### src/rtl/bsa_pkg.sv
// Shared definitions for the bit-serial adder sequencer: state encoding,
// default operand width and the bit-counter width helper.
package bsa_pkg;

  localparam int DEF_WIDTH = 8;

  typedef enum logic [1:0] {
    IDLE = 2'd0,
    RUN  = 2'd1,
    DONE = 2'd2
  } state_t;

  // Bit counter only ever needs to reach WIDTH-1.
  function automatic int cnt_width(input int w);
    return (w > 2) ? $clog2(w) : 1;
  endfunction

endpackage

### src/rtl/fa_cell_nand.sv
// One-bit full adder built from nine two-input NAND gates; the only
// arithmetic element the serial sequencer time-shares.
module fa_cell_nand (
  input  logic a,
  input  logic b,
  input  logic cin,
  output logic s,
  output logic co
);

  logic n1, n2, n3, n4, n5, n6, n7;

  assign n1 = ~(a & b);
  assign n2 = ~(a & n1);
  assign n3 = ~(b & n1);
  assign n4 = ~(n2 & n3);   // a ^ b
  assign n5 = ~(n4 & cin);
  assign n6 = ~(n4 & n5);
  assign n7 = ~(cin & n5);
  assign s  = ~(n6 & n7);
  assign co = ~(n5 & n1);

endmodule

### src/rtl/bit_serial_adder_ctrl.sv
// Bit-serial WIDTH-bit adder: one NAND full-adder cell, one bit per clock,
// LSB first, with start/done/ack handshake. SERIAL_SUB_EN adds a sub port.
module bit_serial_adder_ctrl
  import bsa_pkg::*;
#(
  parameter int WIDTH = DEF_WIDTH
) (
  input  logic             clk,
  input  logic             rst,
  input  logic             start,
  input  logic [WIDTH-1:0] a,
  input  logic [WIDTH-1:0] b,
  input  logic             carry_in,
`ifdef SERIAL_SUB_EN
  input  logic             sub,
`endif
  input  logic             ack,
  output logic             busy,
  output logic             done,
  output logic [WIDTH-1:0] sum,
  output logic             carry_out
);

  localparam int             CW   = cnt_width(WIDTH);
  localparam logic [CW-1:0]  LAST = CW'(WIDTH - 1);

  state_t           state, state_nxt;
  logic [WIDTH-1:0] a_sh, b_sh, sum_q, b_cap;
  logic [CW-1:0]    cnt;
  logic             carry_q, cout_q, busy_q, done_q, cin_cap;
  logic             cell_s, cell_co;

`ifdef SERIAL_SUB_EN
  // a - b == a + ~b + 1; the caller's carry_in is overridden.
  assign b_cap   = sub ? ~b : b;
  assign cin_cap = sub | carry_in;
`else
  assign b_cap   = b;
  assign cin_cap = carry_in;
`endif

  fa_cell_nand u_fa (
    .a  (a_sh[0]),
    .b  (b_sh[0]),
    .cin(carry_q),
    .s  (cell_s),
    .co (cell_co)
  );

  always_ff @(posedge clk or posedge rst) begin
    if (rst) state <= IDLE;
    else     state <= state_nxt;
  end

  always_comb begin
    state_nxt = state;
    case (state)
      IDLE:    if (start)       state_nxt = RUN;
      RUN:     if (cnt == LAST) state_nxt = DONE;
      DONE:    if (ack)         state_nxt = IDLE;
      default:                  state_nxt = IDLE;
    endcase
  end

  always_ff @(posedge clk or posedge rst) begin
    if (rst) begin
      a_sh    <= '0;
      b_sh    <= '0;
      sum_q   <= '0;
      cnt     <= '0;
      carry_q <= 1'b0;
      cout_q  <= 1'b0;
      busy_q  <= 1'b0;
      done_q  <= 1'b0;
    end else begin
      // Status flags follow the next state so they stay pure flop outputs.
      busy_q <= (state_nxt != IDLE);
      done_q <= (state_nxt == DONE);
      case (state)
        IDLE: begin
          if (start) begin
            a_sh    <= a;
            b_sh    <= b_cap;
            carry_q <= cin_cap;
            cnt     <= '0;
          end
        end
        RUN: begin
          sum_q   <= {cell_s, sum_q[WIDTH-1:1]};
          a_sh    <= a_sh >> 1;
          b_sh    <= b_sh >> 1;
          carry_q <= cell_co;
          // Counter parks at LAST rather than wrapping on the final bit.
          if (cnt == LAST) cout_q <= cell_co;
          else             cnt    <= cnt + 1'b1;
        end
        default: ;
      endcase
    end
  end

  assign busy      = busy_q;
  assign done      = done_q;
  assign sum       = sum_q;
  assign carry_out = cout_q;

endmodule

### config.mk
export PLATFORM = sky130hd
export DESIGN_NAME = bit_serial_adder_ctrl
export DESIGN_NICKNAME = d
export VERILOG_FILES = /design/src/rtl/bsa_pkg.sv /design/src/rtl/fa_cell_nand.sv /design/src/rtl/bit_serial_adder_ctrl.sv
export SDC_FILE = /design/constraint.sdc
export NUM_CORES = 1
export LEC_CHECK = 0
export CORE_ASPECT_RATIO = 0.75
export CORE_MARGIN = 3
export CORE_UTILIZATION = 53
export CTS_BUF_LIST = sky130_fd_sc_hd__clkbuf_2
export CTS_CLUSTER_SIZE = 10
export DETAILED_ROUTE_END_ITERATION = 10
export PLACE_DENSITY = 0.93
export RECOVER_POWER = 25
export REMOVE_ABC_BUFFERS = 1
export SYNTH_ARGS = -nofsm -noshare
export SYNTH_HDL_FRONTEND = slang
export SYNTH_SLANG_ARGS = --single-unit
### constraint.sdc
create_clock -name clk -period 1.7 [get_ports clk]
set_clock_uncertainty 0.05 [all_clocks]
set_input_delay 0.17 -clock clk [delete_from_list [all_inputs] [get_ports clk]]
set_output_delay 0.17 -clock clk [all_outputs]
set_load 0.05 [all_outputs]
Word level (Yosys, flattened, before mapping)
Index checks and enable logic that the tools add are counted.
{ "classes": {"muxes": 13, "n_eq_ne": 6, "add_sub_neg": 1, "n_reduce_logical": 6, "bitwise": 18} }
{ "ops": {"columns": ["cell", "count"], "rows": [
  ["$pmux 8 s2", 2],
  ["$mux 8", 2],
  ["$and 1x1->1", 9],
  ["$not 1->1", 9],
  ["$mux 2", 3],
  ["$mux 3", 2],
  ["$pmux 2 s3", 1],
  ["$pmux 3 s2", 1],
  ["$eq 2x2->1 const B", 2],
  ["$ne 2x2->1 const B", 2],
  ["$reduce_and 2->1", 2],
  ["$reduce_bool 2->1", 2],
  ["$add 3x1->3 const B", 1],
  ["$eq 3x3->1 const B", 1],
  ["$reduce_and 3->1", 1],
  ["$eq 2x1->1 const B", 1],
  ["$logic_not 2->1", 1],
  ["$pmux 1 s2", 1],
  ["$mux 1", 1]
]} }
{ "word_totals": {"output_inout_bits": 11, "in_bits": 21, "reg_bits": 33, "word_cells": 53} }

Logic depth before layout (Yosys ltp)
{ "depth": {"ltp_word": 12, "mapped_depth": 5, "depth_no_buf": 4} }

Modules after synthesis
A second synthesis with hierarchy kept.
{ "unflattened": {"hier_cells": 150, "hier_area_um2": 1557.7} }
{ "modules_own_cells": {"columns": ["module", "area_each_um2", "seq_area_each_um2", "n_inst", "cells_each"], "rows": [
  ["bit_serial_adder_ctrl", 1537.7, 825.8, 1, 149],
  ["fa_cell_nand", 20.0, 0.0, 1, 1]
]} }

Worst setup path after synthesis
Ideal clock, no wire load.
{ "synth_timing": {"kind": "reg-to-reg", "from": "register cnt[0]", "to": "register cout_q (netlist: carry_out)", "required_time_ns": 1.525, "t_arrival_ns": 1.251, "n_path_buf": 0, "setup_ns": 0.125, "stages_incl_launch_ff": 5, "slack_ns": 0.274, "period_less_slack_ns": 1.426, "cell_sequence": "dfrtp_1 > ha_1 > ha_1 > nand3b_1 > mux2_2"} }
{ "synth_between": {"elab_chain_cells": 2} }
{ "synth_rtl": {"columns": ["item", "line", "text"], "rows": [
  ["start, declared", "bit_serial_adder_ctrl.sv:29", "logic [CW-1:0] cnt;"],
  ["start signal, assigned", "bit_serial_adder_ctrl.sv:95", "else cnt <= cnt + 1'b1;"],
  ["$eq 3x3->1", "bit_serial_adder_ctrl.sv:94", "if (cnt == LAST) cout_q <= cell_co;"],
  ["$reduce_and 2->1 (no line)", null, null],
  ["end signal, assigned", "bit_serial_adder_ctrl.sv:94", null],
  ["end, declared", "bit_serial_adder_ctrl.sv:30", "logic carry_q, cout_q, busy_q, done_q, cin_cap;"]
]} }
Every way passes these cells.
A chain may end at the register's enable or synchronous reset.

Worst setup path in the final report
{ "layout_timing": {"from": "register cnt[0]", "to": "register cnt[1]"} }
{ "layout_between": {"elab_chain_cells": 3, "elab_cells_between_ends": 6, "classes_between": "add/sub: 1; eq/ne: 2; mux: 2; reduce/logical: 1"} }
{ "layout_rtl": {"columns": ["item", "line"], "rows": [
  ["$add 3x1->3 or $eq 3x3->1 (tied branches)", "bit_serial_adder_ctrl.sv:95, bit_serial_adder_ctrl.sv:94"],
  ["$mux 3 or $ne 2x2->1 (tied branches)", null],
  ["$pmux 3 s2 or $reduce_and 3->1 (tied branches)", null]
]} }
Parallel ways exist; a longest one is shown, timed or not. The select of a mux whose other input is x is not followed.

==> metrics.md <==
| Metric | Value |
|---|---|
| Final design area excluding fillers | 2000 um^2 |
| Yosys synthesis warning count | 0 |
| GRT Total Usage | 0.200 |
| Average routed wire per standard cell | 15.6 um |
| Worst-path clk slew | 0.16 ns |
| Total of buffers placed on input and output ports | 31 |
| Number of optimization iterations in the first detailed-route pass | 5 |
| Share of synthesized cell area in and, or, nand and nor gates | 0.181 |
| Mapped Area | between 1500 and 2000 um^2 |
| Transition time at the pin with the least slew margin | 0.802 ns |
| Pins over their slew limit | 0 |
| Maximum clock rate | 0.662 GHz |
| Clock sink count | 33 |
| Top-area cell type share of the netlist area | 0.515 |
| Startpoint class of the critical path | flip-flop |
| Gate Count Post-Synth | 138 |
| Final total power | roughly 0.0037 W |
| Worst Hold Class | input port to asynchronous set/reset pin |
| Adder-cell area share of the yosys netlist | 0.0281 |
| Longest Clk Path Bufs | 2 |
| Launching point of the worst reg2reg path | cnt[0] |
| Number of gates resized after cts | 3 |
| Outcome | finished clean |
| # IOs | 32 |
| DP Wirelength | ~2.4 mm |
| CTS Hold Bufs | 0 |
| H-Tree Depth | 2 |
| Die width | between 60 and 70 um |
| Crit end category | flip-flop |
| Compound-gate portion of the synthesized area | 0.130 |
| Number of cell rows | 16 |
| DRC Markers | 0 |
| Total setup violations reported at the end of the flow | 0 |
| Maximum cell stage delay along the critical path | around 0.43 ns |
| Area of the die | about 3700 um^2 |
| Worst-path maximum fanout | 6 |
| Worst Path Buf+Inv | 0 |
| Vias in the first global route | 1190 |
| Number of maximum-capacitance violations | 0 |
| Leak Pwr | between 0.9 and 1 nW |
| Synthesis-to-finish area growth | 24.6% |
| Power Dens Cells | 1870 nW/um^2 |
| Worst supply voltage drop on vdd | ~0.00094 V |
| Cell type contributing the most total cell area after synthesis | dfrtp_1 |
| TritonCTS clock tree | yes |
| Placed Area | a little under 2000 um^2 |
| R2R Path End | cnt[1] |
| First-pass GRT wire length | 5.70 mm |
| Setup Crit Path Kind | flip-flop to flip-flop |
| Multiplexer fraction of the synthesized cell area | 0.0632 |
| Core Util, Final | 0.729 |
| Total congestion overflow after global routing | 0 |
| Share of final-layout standard cells stronger than drive strength 1 | 0.230 |
| Cell at the slowest stage of the critical path | dfrtp_1 |
| Area of the placeable core | about 2700 um^2 |
| Worst hold slack after final layout | 0.391 ns |
| Buffer count from post-CTS setup fixing | 0 |
| Share of the clock period used by the worst path | 0.889 |
| # nets final | 197 |
| Instance count after placement with tap cells included | 202 |
| Height of the chip | 53.6 um |
| Number of enable flip-flop cells after synthesis | 0 |
| Global placer's final weighted congestion | ~0.8 |
| Iteration-0 DRC Markers | 75 |
| Mean instance size in the synthesized netlist | ~12 um^2 |
| Number of non-filler instances in the completed layout | 210 |
| TritonCTS buffer count | 5 |
| Worst endpoint data arrival time | 1.75 ns |
| Final critical path time including I/O delays and setup | 1.51 ns |
| Antenna-violating nets left | 0 |
| Worst-case headroom to the max-slew limit | 0.465 |
| Clock latency at the later pin of the worst-skew pair | roughly 0.38 ns |
| Family with the most delay on the worst path | adder cells |
| Antenna diode count | 0 |
| List of cells traversed by the critical path | ha_1, ha_1, or2_2, o221ai_1 |
| Setup repair after global routing missed its margin | no |
| Via count | 1237 |
| Xor and xnor fraction of the mapped netlist area | 0 |
| Number of antenna violations at the first check in global routing | 0 |
| Unique masters post-synth | 28 |
| Worst r2r path cells | 4 |
| Maximum number of pins on one net before global-route repair | 36 |
| Most frequently used flop master after synthesis | dfrtp_1 |
| Dominant combinational cell family by area after synthesis | simple AND/OR/NAND/NOR gates |
| Most used cell, CP | ha_1 |
| Post-synth ARST share | 1.00 |
| Via count normalized by instance count | around 6 |
| Total wire length after detailed routing | 3.28 mm |
| Req. time, crit path | 1.94 ns |
| Number of synthesized register bits | 33 |
| Slack of the worst reg-to-reg path | 0.19 ns |
| Sequential share of the synthesized area | 0.515 |
| Leading post-synthesis cells by cell area | dfrtp_1 (51%), a221oi_1 (6.6%), nor4b_1 (6.6%) |
| Effective utilization at floorplan | 0.585 |
| Number of hold violations in the final report | 0 |
| Buffer type at the clock tree root | clkbuf_2 |
[where the power goes]
part	switching (W)	internal [W]
combinational	0.00106	0.000795
clock	0.000255	0.000251
sequential	0.000236	0.00115
total	0.00155	0.00219
[worst min-delay path, stage by stage]
cell	delay, ns
dlygate4sd3_1	0.53
inv_1	0.05
clkbuf_2	0.62
[synth_stat cells (all sizes together) (2+ instances only)]
master and count:
dfrtp 33, inv 16, a221oi 12, nor4b 12, buf 9, mux2 9
nor2 8, nand2 5, nand2b 4, nand3 3, o221a 3, o221ai 3
or4b 3, a211o 2, clkbuf 2, ha 2, nor3b 2, nor4bb 2
[cell usage in the layout, fill, tap and decap left out, types with 4 or more instances in the layout]
| master | instances |
|---|---|
| a221oi_1 | 12 |
| buf_4 | 14 |
| clkbuf_2 | 7 |
| clkdlybuf4s50_1 | 19 |
| dfrtp_1 | 32 |
| inv_1 | 16 |
| mux2_2 | 9 |
| nand2_1 | 5 |
| nand2b_1 | 4 |
| nor2_1 | 8 |
| nor4b_1 | 12 |
[logic make-up (layout without fill, tap and decap cells)]
kind of cell,count (synthesis),in the layout
buf+inv,27,63
mux,9,9
fa+ha+maj,3,3
flops,33,33
simple gates,43,43
compound gates,23,23
[area by class of cell]
cell class,instances,area [um^2]
multi-input combinational,78,646
inverter,16,60.1
sequential,33,827
fill,185,744
timing repair buffer,39,357
clock buffer,6,30.0
tap,36,45.0
clock inverter,2,33.8
[flip-flops by register name, indices dropped and copies added (netlist names)]
| register | count |
|---|---|
| done | 1 |
| busy | 1 |
| state | 2 |
| b_sh | 8 |
| cnt | 3 |
| carry_out | 1 |
| carry_q | 1 |
| a_sh | 8 |
| sum | 8 |
[layer usage]
metal,part of all wire,vias to the layer above,wire [um],GRT usage
met3,0.073,7,239,0.0746
met2,0.50,49,1650,0.342
met4,0.015,0,49,0.0487
met1,0.41,603,1340,0.245
li1,-,578,-,-
met5,0,-,0,0
[how the worst max path moves through the flow]
stage	endpoint	cells past startpoint	from	slack [ns]
3_5_place_dp	b_sh[2]	4	start	-0.05
3_3_place_gp	carry_q	3	start	0.11
2_1_floorplan	sum[0]	2	state[0]	-0.25
6_report	cnt[1]	4	cnt[0]	0.19
4_1_cts	b_sh[2]	3	state[1]	0.07
5_1_grt	cnt[1]	4	cnt[0]	0.10
[stage by stage]
stage	setup TNS (ns)	setup WS [ns]
after floorplan	-2.22	-0.251
after global placement	0	0.113
after detailed placement	-0.0498	-0.0498
after CTS	0	0.0663
after global routing	0	0.103
final	0	0.189
(Power assumes the default switching activity.)
